$ cat config.mk
export PLATFORM = sky130hd
export DESIGN_NAME = rgb_layer_mux_flat
export DESIGN_NICKNAME = d
export VERILOG_FILES = /design/src/rtl/rgb_layer_mux_if.sv /design/src/rtl/rgb_layer_mux.sv /design/src/flat_wrapper.sv
export SDC_FILE = /design/constraint.sdc
export NUM_CORES = 1
export LEC_CHECK = 0
export ABC_AREA = 1
export ABC_CLOCK_PERIOD_IN_PS = 1900
export BUFFER_PORTS_ARGS = -buffer_cell sky130_fd_sc_hd__buf_2
export CAP_MARGIN = 5
export CORE_MARGIN = 2
export CORE_UTILIZATION = 45
export CTS_CLUSTER_DIAMETER = 50
export DETAILED_ROUTE_END_ITERATION = 12
export PLACE_DENSITY = 0.76
export SLEW_MARGIN = 10
export SYNTH_ARGS = -nofsm -noshare
export SYNTH_HDL_FRONTEND = slang
export SYNTH_SLANG_ARGS = --single-unit
$ cat constraint.sdc
create_clock -name clk -period 1.9 [get_ports clk]
set_input_delay 0.38 -clock clk [delete_from_list [all_inputs] [get_ports clk]]
set_output_delay 0.38 -clock clk [all_outputs]
set_load 0.02 [all_outputs]
$ cat src/rtl/rgb_layer_mux_if.sv
// Pixel-side signal bundle for rgb_layer_mux: layer inputs from the pixel
// generators and the aligned VGA outputs.
interface rgb_layer_mux_if #(
   parameter int COLOR_W = 12,
   parameter int LAYERS  = 4
);
   logic                        video_on;
   logic                        hsync_in;
   logic                        vsync_in;
   logic [LAYERS*COLOR_W-1:0]   layer_color;
   logic [LAYERS-1:0]           layer_valid;
   logic [LAYERS-1:0]           layer_blink;
   logic                        blink_en;
   logic [COLOR_W-1:0]          RGB;
   logic                        hsync_out;
   logic                        vsync_out;
   logic                        video_on_out;
   logic                        blink_phase;

   modport master (
      output video_on, hsync_in, vsync_in, layer_color, layer_valid, layer_blink, blink_en,
      input  RGB, hsync_out, vsync_out, video_on_out, blink_phase
   );

   modport slave (
      input  video_on, hsync_in, vsync_in, layer_color, layer_valid, layer_blink, blink_en,
      output RGB, hsync_out, vsync_out, video_on_out, blink_phase
   );
endinterface

$ cat src/rtl/rgb_layer_mux.sv
// Two-stage VGA pixel output: priority layer select with frame-counted
// blinking, then blanking, with syncs delayed to stay aligned with RGB.
module rgb_layer_mux #(
   parameter int                 COLOR_W      = 12,
   parameter int                 LAYERS       = 4,
   parameter logic [COLOR_W-1:0] BG_COLOR     = '0,
   parameter int                 BLINK_FRAMES = 30,
   parameter logic               SYNC_ACTIVE  = 1'b0
) (
   input  logic           clk,
   input  logic           reset_n,
   rgb_layer_mux_if.slave pix
);

   localparam int               CNT_W = (BLINK_FRAMES > 1) ? $clog2(BLINK_FRAMES) : 1;
   localparam logic [CNT_W-1:0] LAST  = CNT_W'(BLINK_FRAMES - 1);

   logic [COLOR_W-1:0] sel_color;
   logic [COLOR_W-1:0] s1_color;
   logic               s1_video;
   logic               s1_hsync;
   logic               s1_vsync;
   logic [COLOR_W-1:0] rgb_q;
   logic               hsync_q;
   logic               vsync_q;
   logic               video_q;
   logic               vsync_prev;
   logic [CNT_W-1:0]   count;
   logic               phase;
   logic               frame_start;

   // Walk from lowest priority upward so the lowest-index eligible layer wins.
   always_comb begin
      sel_color = BG_COLOR;
      for (int i = LAYERS - 1; i >= 0; i--) begin
         if (pix.layer_valid[i] && (!pix.layer_blink[i] || phase))
            sel_color = pix.layer_color[i*COLOR_W +: COLOR_W];
      end
   end

   assign frame_start = (pix.vsync_in == SYNC_ACTIVE) && (vsync_prev != SYNC_ACTIVE);

   always_ff @(posedge clk or negedge reset_n) begin
      if (!reset_n) begin
         s1_color <= '0;
         s1_video <= 1'b0;
         s1_hsync <= ~SYNC_ACTIVE;
         s1_vsync <= ~SYNC_ACTIVE;
         rgb_q    <= '0;
         video_q  <= 1'b0;
         hsync_q  <= ~SYNC_ACTIVE;
         vsync_q  <= ~SYNC_ACTIVE;
      end else begin
         s1_color <= sel_color;
         s1_video <= pix.video_on;
         s1_hsync <= pix.hsync_in;
         s1_vsync <= pix.vsync_in;
         rgb_q    <= s1_video ? s1_color : '0;
         video_q  <= s1_video;
         hsync_q  <= s1_hsync;
         vsync_q  <= s1_vsync;
      end
   end

   // Phase flips once every BLINK_FRAMES frame starts; disabling blink pins it visible.
   always_ff @(posedge clk or negedge reset_n) begin
      if (!reset_n) begin
         vsync_prev <= ~SYNC_ACTIVE;
         count      <= '0;
         phase      <= 1'b1;
      end else begin
         vsync_prev <= pix.vsync_in;
         if (!pix.blink_en) begin
            count <= '0;
            phase <= 1'b1;
         end else if (frame_start) begin
            if (count == LAST) begin
               count <= '0;
               phase <= ~phase;
            end else begin
               count <= count + CNT_W'(1);
            end
         end
      end
   end

   assign pix.RGB          = rgb_q;
   assign pix.hsync_out    = hsync_q;
   assign pix.vsync_out    = vsync_q;
   assign pix.video_on_out = video_q;
   assign pix.blink_phase  = phase;

endmodule

$ cat src/flat_wrapper.sv
// flat-port wrapper written by rule: the top's interface ports become plain ports
module rgb_layer_mux_flat 
#(
   parameter int                 COLOR_W      = 12,
   parameter int                 LAYERS       = 4,
   parameter logic [COLOR_W-1:0] BG_COLOR     = '0,
   parameter int                 BLINK_FRAMES = 30,
   parameter logic               SYNC_ACTIVE  = 1'b0
)
  (clk, reset_n, pix_video_on, pix_hsync_in, pix_vsync_in, pix_layer_color, pix_layer_valid, pix_layer_blink, pix_blink_en, pix_RGB, pix_hsync_out, pix_vsync_out, pix_video_on_out, pix_blink_phase);
  rgb_layer_mux_if #(.COLOR_W(COLOR_W), .LAYERS(LAYERS)) pix_i ();
  input  logic clk;
  input  logic reset_n;
  input wire logic [$bits(pix_i.video_on)-1:0] pix_video_on;
  input wire logic [$bits(pix_i.hsync_in)-1:0] pix_hsync_in;
  input wire logic [$bits(pix_i.vsync_in)-1:0] pix_vsync_in;
  input wire logic [$bits(pix_i.layer_color)-1:0] pix_layer_color;
  input wire logic [$bits(pix_i.layer_valid)-1:0] pix_layer_valid;
  input wire logic [$bits(pix_i.layer_blink)-1:0] pix_layer_blink;
  input wire logic [$bits(pix_i.blink_en)-1:0] pix_blink_en;
  output wire logic [$bits(pix_i.RGB)-1:0] pix_RGB;
  output wire logic [$bits(pix_i.hsync_out)-1:0] pix_hsync_out;
  output wire logic [$bits(pix_i.vsync_out)-1:0] pix_vsync_out;
  output wire logic [$bits(pix_i.video_on_out)-1:0] pix_video_on_out;
  output wire logic [$bits(pix_i.blink_phase)-1:0] pix_blink_phase;
  assign pix_i.video_on = pix_video_on;
  assign pix_i.hsync_in = pix_hsync_in;
  assign pix_i.vsync_in = pix_vsync_in;
  assign pix_i.layer_color = pix_layer_color;
  assign pix_i.layer_valid = pix_layer_valid;
  assign pix_i.layer_blink = pix_layer_blink;
  assign pix_i.blink_en = pix_blink_en;
  assign pix_RGB = pix_i.RGB;
  assign pix_hsync_out = pix_i.hsync_out;
  assign pix_vsync_out = pix_i.vsync_out;
  assign pix_video_on_out = pix_i.video_on_out;
  assign pix_blink_phase = pix_i.blink_phase;
  rgb_layer_mux #(.COLOR_W(COLOR_W), .LAYERS(LAYERS), .BG_COLOR(BG_COLOR), .BLINK_FRAMES(BLINK_FRAMES), .SYNC_ACTIVE(SYNC_ACTIVE)) u_core (.clk(clk), .reset_n(reset_n), .pix(pix_i));
endmodule
After elaboration in Yosys (flattened, before gate mapping)
Cells that the tools add are included.
{"block": "classes", "multipliers": 0, "n_mux": 11, "bitwise": 2, "order_cmp": 0, "shifts": 0, "eq_ne": 3, "div_mod_pow": 0, "addsub": 1, "n_reduce_logical": 14}
{"op": "12-bit two-way mux", "count": 5}
{"op": "5-bit two-way mux", "count": 3}
{"op": "5-bit by 1-bit adder with 5-bit output, second input constant", "count": 1}
{"op": "5-bit equality test, second input constant", "count": 1}
{"op": "1-bit logical AND", "count": 5}
{"op": "1-bit zero test", "count": 4}
{"op": "1-bit logical OR", "count": 4}
{"op": "2-bit by 1-bit != test with 1-bit output, second input constant", "count": 2}
{"op": "1-bit two-way mux", "count": 3}
{"op": "1-bit inverter", "count": 2}
{"op": "2-bit AND reduction", "count": 1}
{"block": "totals", "latch_bits": 0, "mem_bits_rw": 0, "register_bits": 36, "in_bits": 62, "n_memories": 0, "wordCells": 41, "output_inout_bits": 16, "rom_bits": 0}

Logic depth before layout (Yosys ltp)
{"block": "logic_depth", "ltp_word": 7, "ltp_mapped": 9, "mapped_depth_nobuf": 8}

Worst setup path after synthesis
Ideal clock, no wire load.
{"block": "synth_timing", "kind": "register -> register", "start": "register u_core.phase (netlist: u_core.pix.blink_phase)", "end": "register u_core.s1_color[10]", "path_stages_with_launch": 9, "n_path_buf": 1, "t_arrival_ns": 1.188, "t_required_ns": 1.784, "path_slack_ns": 0.596, "synth_period_minus_slack_ns": 1.304, "cell_sequence": "dfstp_2 > inv_2 > nand2_4 > nand2_4 > buf_6 > o21ai_1 > inv_1 > nand2_1 > nand2_1"}
{"block": "synth_between", "elab_chain_len": 6, "word_cells_on_any_way": 12}
{"item": "start: declaration", "line_no": "rgb_layer_mux.sv:29", "source": "logic phase;"}
{"item": "start signal: assignment", "line_no": "rgb_layer_mux.sv:79", "source": "phase <= ~phase;"}
{"item": "1-bit logical OR", "line_no": "rgb_layer_mux.sv:36", "source": "if (pix.layer_valid[i] && (!pix.layer_blink[i] || phase))"}
{"item": "1-bit logical AND", "line_no": "rgb_layer_mux.sv:36"}
{"item": "12-bit two-way mux (3 in a row)", "line_no": "rgb_layer_mux.sv:36"}
{"item": "12-bit two-way mux (*)", "line_no": "rgb_layer_mux.sv:36"}
{"item": "named net u_core.sel_color[10]", "line_no": "rgb_layer_mux.sv:18", "source": "logic [COLOR_W-1:0] sel_color;"}
{"item": "end signal: assignment", "line_no": "rgb_layer_mux.sv:54", "source": "s1_color <= sel_color;"}
{"item": "end: declaration", "line_no": "rgb_layer_mux.sv:19", "source": "logic [COLOR_W-1:0] s1_color;"}
Mark *: on every way through the listed nets, which the timed path passes. The rest lies on a longest branch.
A chain may end at the register's enable or synchronous reset.

Worst setup path in the final report
{"block": "layout_timing", "start": "register u_core.phase (netlist: u_core.pix.blink_phase)", "end": "register u_core.s1_color[2]"}
The elaborated chain is that of the path after synthesis.

==> impl_metrics.ini <==
[placed_design]
dpl.cell_count = 354
post-dp-hpwl_um = 2800
port_buffers = 77
gp_congestion = 0.782

[job]
maxCapViolations = 0

[clock_network]
clkTransAtPathRegs_ns = 0.06
cts_hold_buf = 0
cts_tree = yes
root_buffer = clkbuf_8
clkSinkCount = 36
cts_made_buffers = 5
cts-resized-gates = 0
cts_max_path_buffers = 2
post_cts_buffers = 0
clk_latency_ns = 0.27
cts_htree_levels = 2

[logic_synthesis]
yosysTopAreaCellShare = 0.416
ys_ff_latch = 36
synthArstFlopShare = 1.00
synth-edff-count = 0
syn_nets = 300
synth_cell_types = 21
synth_area_leaders = dfrtp_1, nand2_1, inv_1
synthCells = 236
postSynthAreaPerCell_um2 = 7.90
ys.flop_type = dfrtp_1
yosysTopAreaCell = dfrtp_1
synth-seq-area-share = 0.487
yosys-top-cells-count = nand2_1, inv_1, dfrtp_1
yosys_warnings = 0
synth_most_common_cell = nand2_1
syn-cell-area_mm2 = 0.00186

[routing]
routedWlPerCell_um = 9.61
vias = 1549
dr.pass1.iters = 4
first_iter_violations = 75
drc = 0
routed_wl_um = 3480
viasPerCell = 4.28
postRouteAntennaNets = 0

[die]
core_area_mm2 = 0.00400
start_util = 0.466
die_w_um = 68.4
num_io_pins = 78
die_area_mm2 = 0.00467
die_h_um = 68.4
rows = 23

[timing]
totalNegativeSetupSlack_ns = 0
max_clock_freq_ghz = 0.716
setup_violations = 0
rsz0062_at_grt = no
drv_slew = 0
fin_skew_ns = 0.00386
holdWs_ns = 0.175
period_share = 0.736
tightest_slew_ns = 0.761
relSlewSlack = 0.493
timing_hold_violations_final = 0
min_period_ns = 1.40

[setup_path]
start_kind = flip-flop
worstPathArrival_ns = 1.61
r2r_slack_ns = 0.50
required_ns = 2.11
crit_path_max_fanout = 13
worst_setup_path_end_kind = flip-flop
crit_type = flip-flop to flip-flop
timing.rr.end = u_core.s1_color[2]
rr_worst_depth = 6
rr_startpoint = u_core.pix.blink_phase

[power]
ir_worst_vdd_mv = 0.329
power.internal_uw = 1300
seqPwrFrac = 0.489
p_comb_frac = 0.222
clockPowerShare = 0.289
static-leakage-power_uw = 0.00147
p_switching_uw = 511
pwr_density_cell_mw_per_mm2 = 782
swShare = 0.282

[layout]
n_antenna_cell = 0
drive_above_1_share = 0.324
stdcell_count = 362
syn2layout_area_growth_pct = 24.4
fin_nets = 375

[global_route]
grt_pass1_vias = 1301
grt_max_degree = 37
grt_usage = 0.159
grt_pass1_wl_um = 5470
antenna_found_initial = 0
overflow = 0

[worst_hold_path]
hold_class = input port to async pin

[status]
status = finished clean
## critical path, stage by stage (launching register included)
cell     delay, ns
dfstp_2       0.55
inv_2         0.08
nand2_1       0.08
nand2_2       0.16
inv_1         0.30
nand2_1       0.08
nand2_1       0.08
## power by group through the flow
stage	clock [uW]	combinational [uW]	sequential, uW
after floorplan	0	243	936
after global placement	0	399	898
after detailed placement	0	406	901
after CTS	538	407	887
after global routing	567	470	896
final	524	403	886
## through the flow
stage	setup slack [ns]	utilization	total power, uW	cell area, um^2
global placement	0.537	0.557	1300	2230
floorplan	0.596	-	1180	1860
finish	0.503	0.580	1810	2320
global route	0.345	0.580	1930	2320
CTS	0.484	0.580	1830	2320
detailed placement	0.492	0.557	1310	2230
## metal layers
| layer | vias to the layer above | GRT usage | part of all wire |
|---|---|---|---|
| met5 | - | 0 | 0 |
| met4 | 0 | 0.0750 | 0.018 |
| met3 | 5 | 0.0411 | 0.077 |
| met2 | 49 | 0.250 | 0.45 |
| met1 | 637 | 0.203 | 0.45 |
| li1 | 858 | - | - |
## layout make-up
cell class,count,area [um^2]
well taps,50,62.6
multi-input cells,146,704
flip-flops and latches,36,907
repair buffers,77,385
clock buffers,8,90.1
inverters,45,169
fillers,363,1680
## cell families after synthesis
kind of cell | count (synthesis) | synth area share
AO/OA/AOI/OAI | 15 | 0.0557
adder cells (fa/ha/maj) | 2 | 0.0134
buffers and inverters | 54 | 0.136
XOR/XNOR | 2 | 0.00940
flip-flops | 36 | 0.487
AND/OR/NAND/NOR | 127 | 0.299
## layout by cell type, fill, tap and decap left out
master    instances
inv_1            44
buf_2            77
nand4_1           4
nor2_1            4
o21ai_1           6
nand3_2           2
ha_1              2
nand3_1          25
a21boi_4          1
nand2_4           3
inv_2             1
clkbuf_8          6
dfrtp_1          31
clkbuf_1          2
nand2_2           2
dfstp_2           5
xor2_1            2
o21ai_2           4
o21ai_0           4
nand2_1          87
## how the worst max path moves through the flow
stage / from / end / slack [ns] / cells past startpoint
2_1_floorplan: u_core.pix.blink_phase / u_core.s1_color[10] / 0.60 / 8
3_3_place_gp: u_core.pix.blink_phase / u_core.s1_color[7] / 0.54 / 6
3_5_place_dp: u_core.pix.blink_phase / u_core.s1_color[2] / 0.49 / 6
4_1_cts: u_core.pix.blink_phase / u_core.s1_color[2] / 0.48 / 6
5_1_grt: u_core.pix.blink_phase / u_core.s1_color[5] / 0.35 / 6
6_report: u_core.pix.blink_phase / u_core.s1_color[2] / 0.50 / 6
No activity file was read; power rests on OpenSTA's default activity.
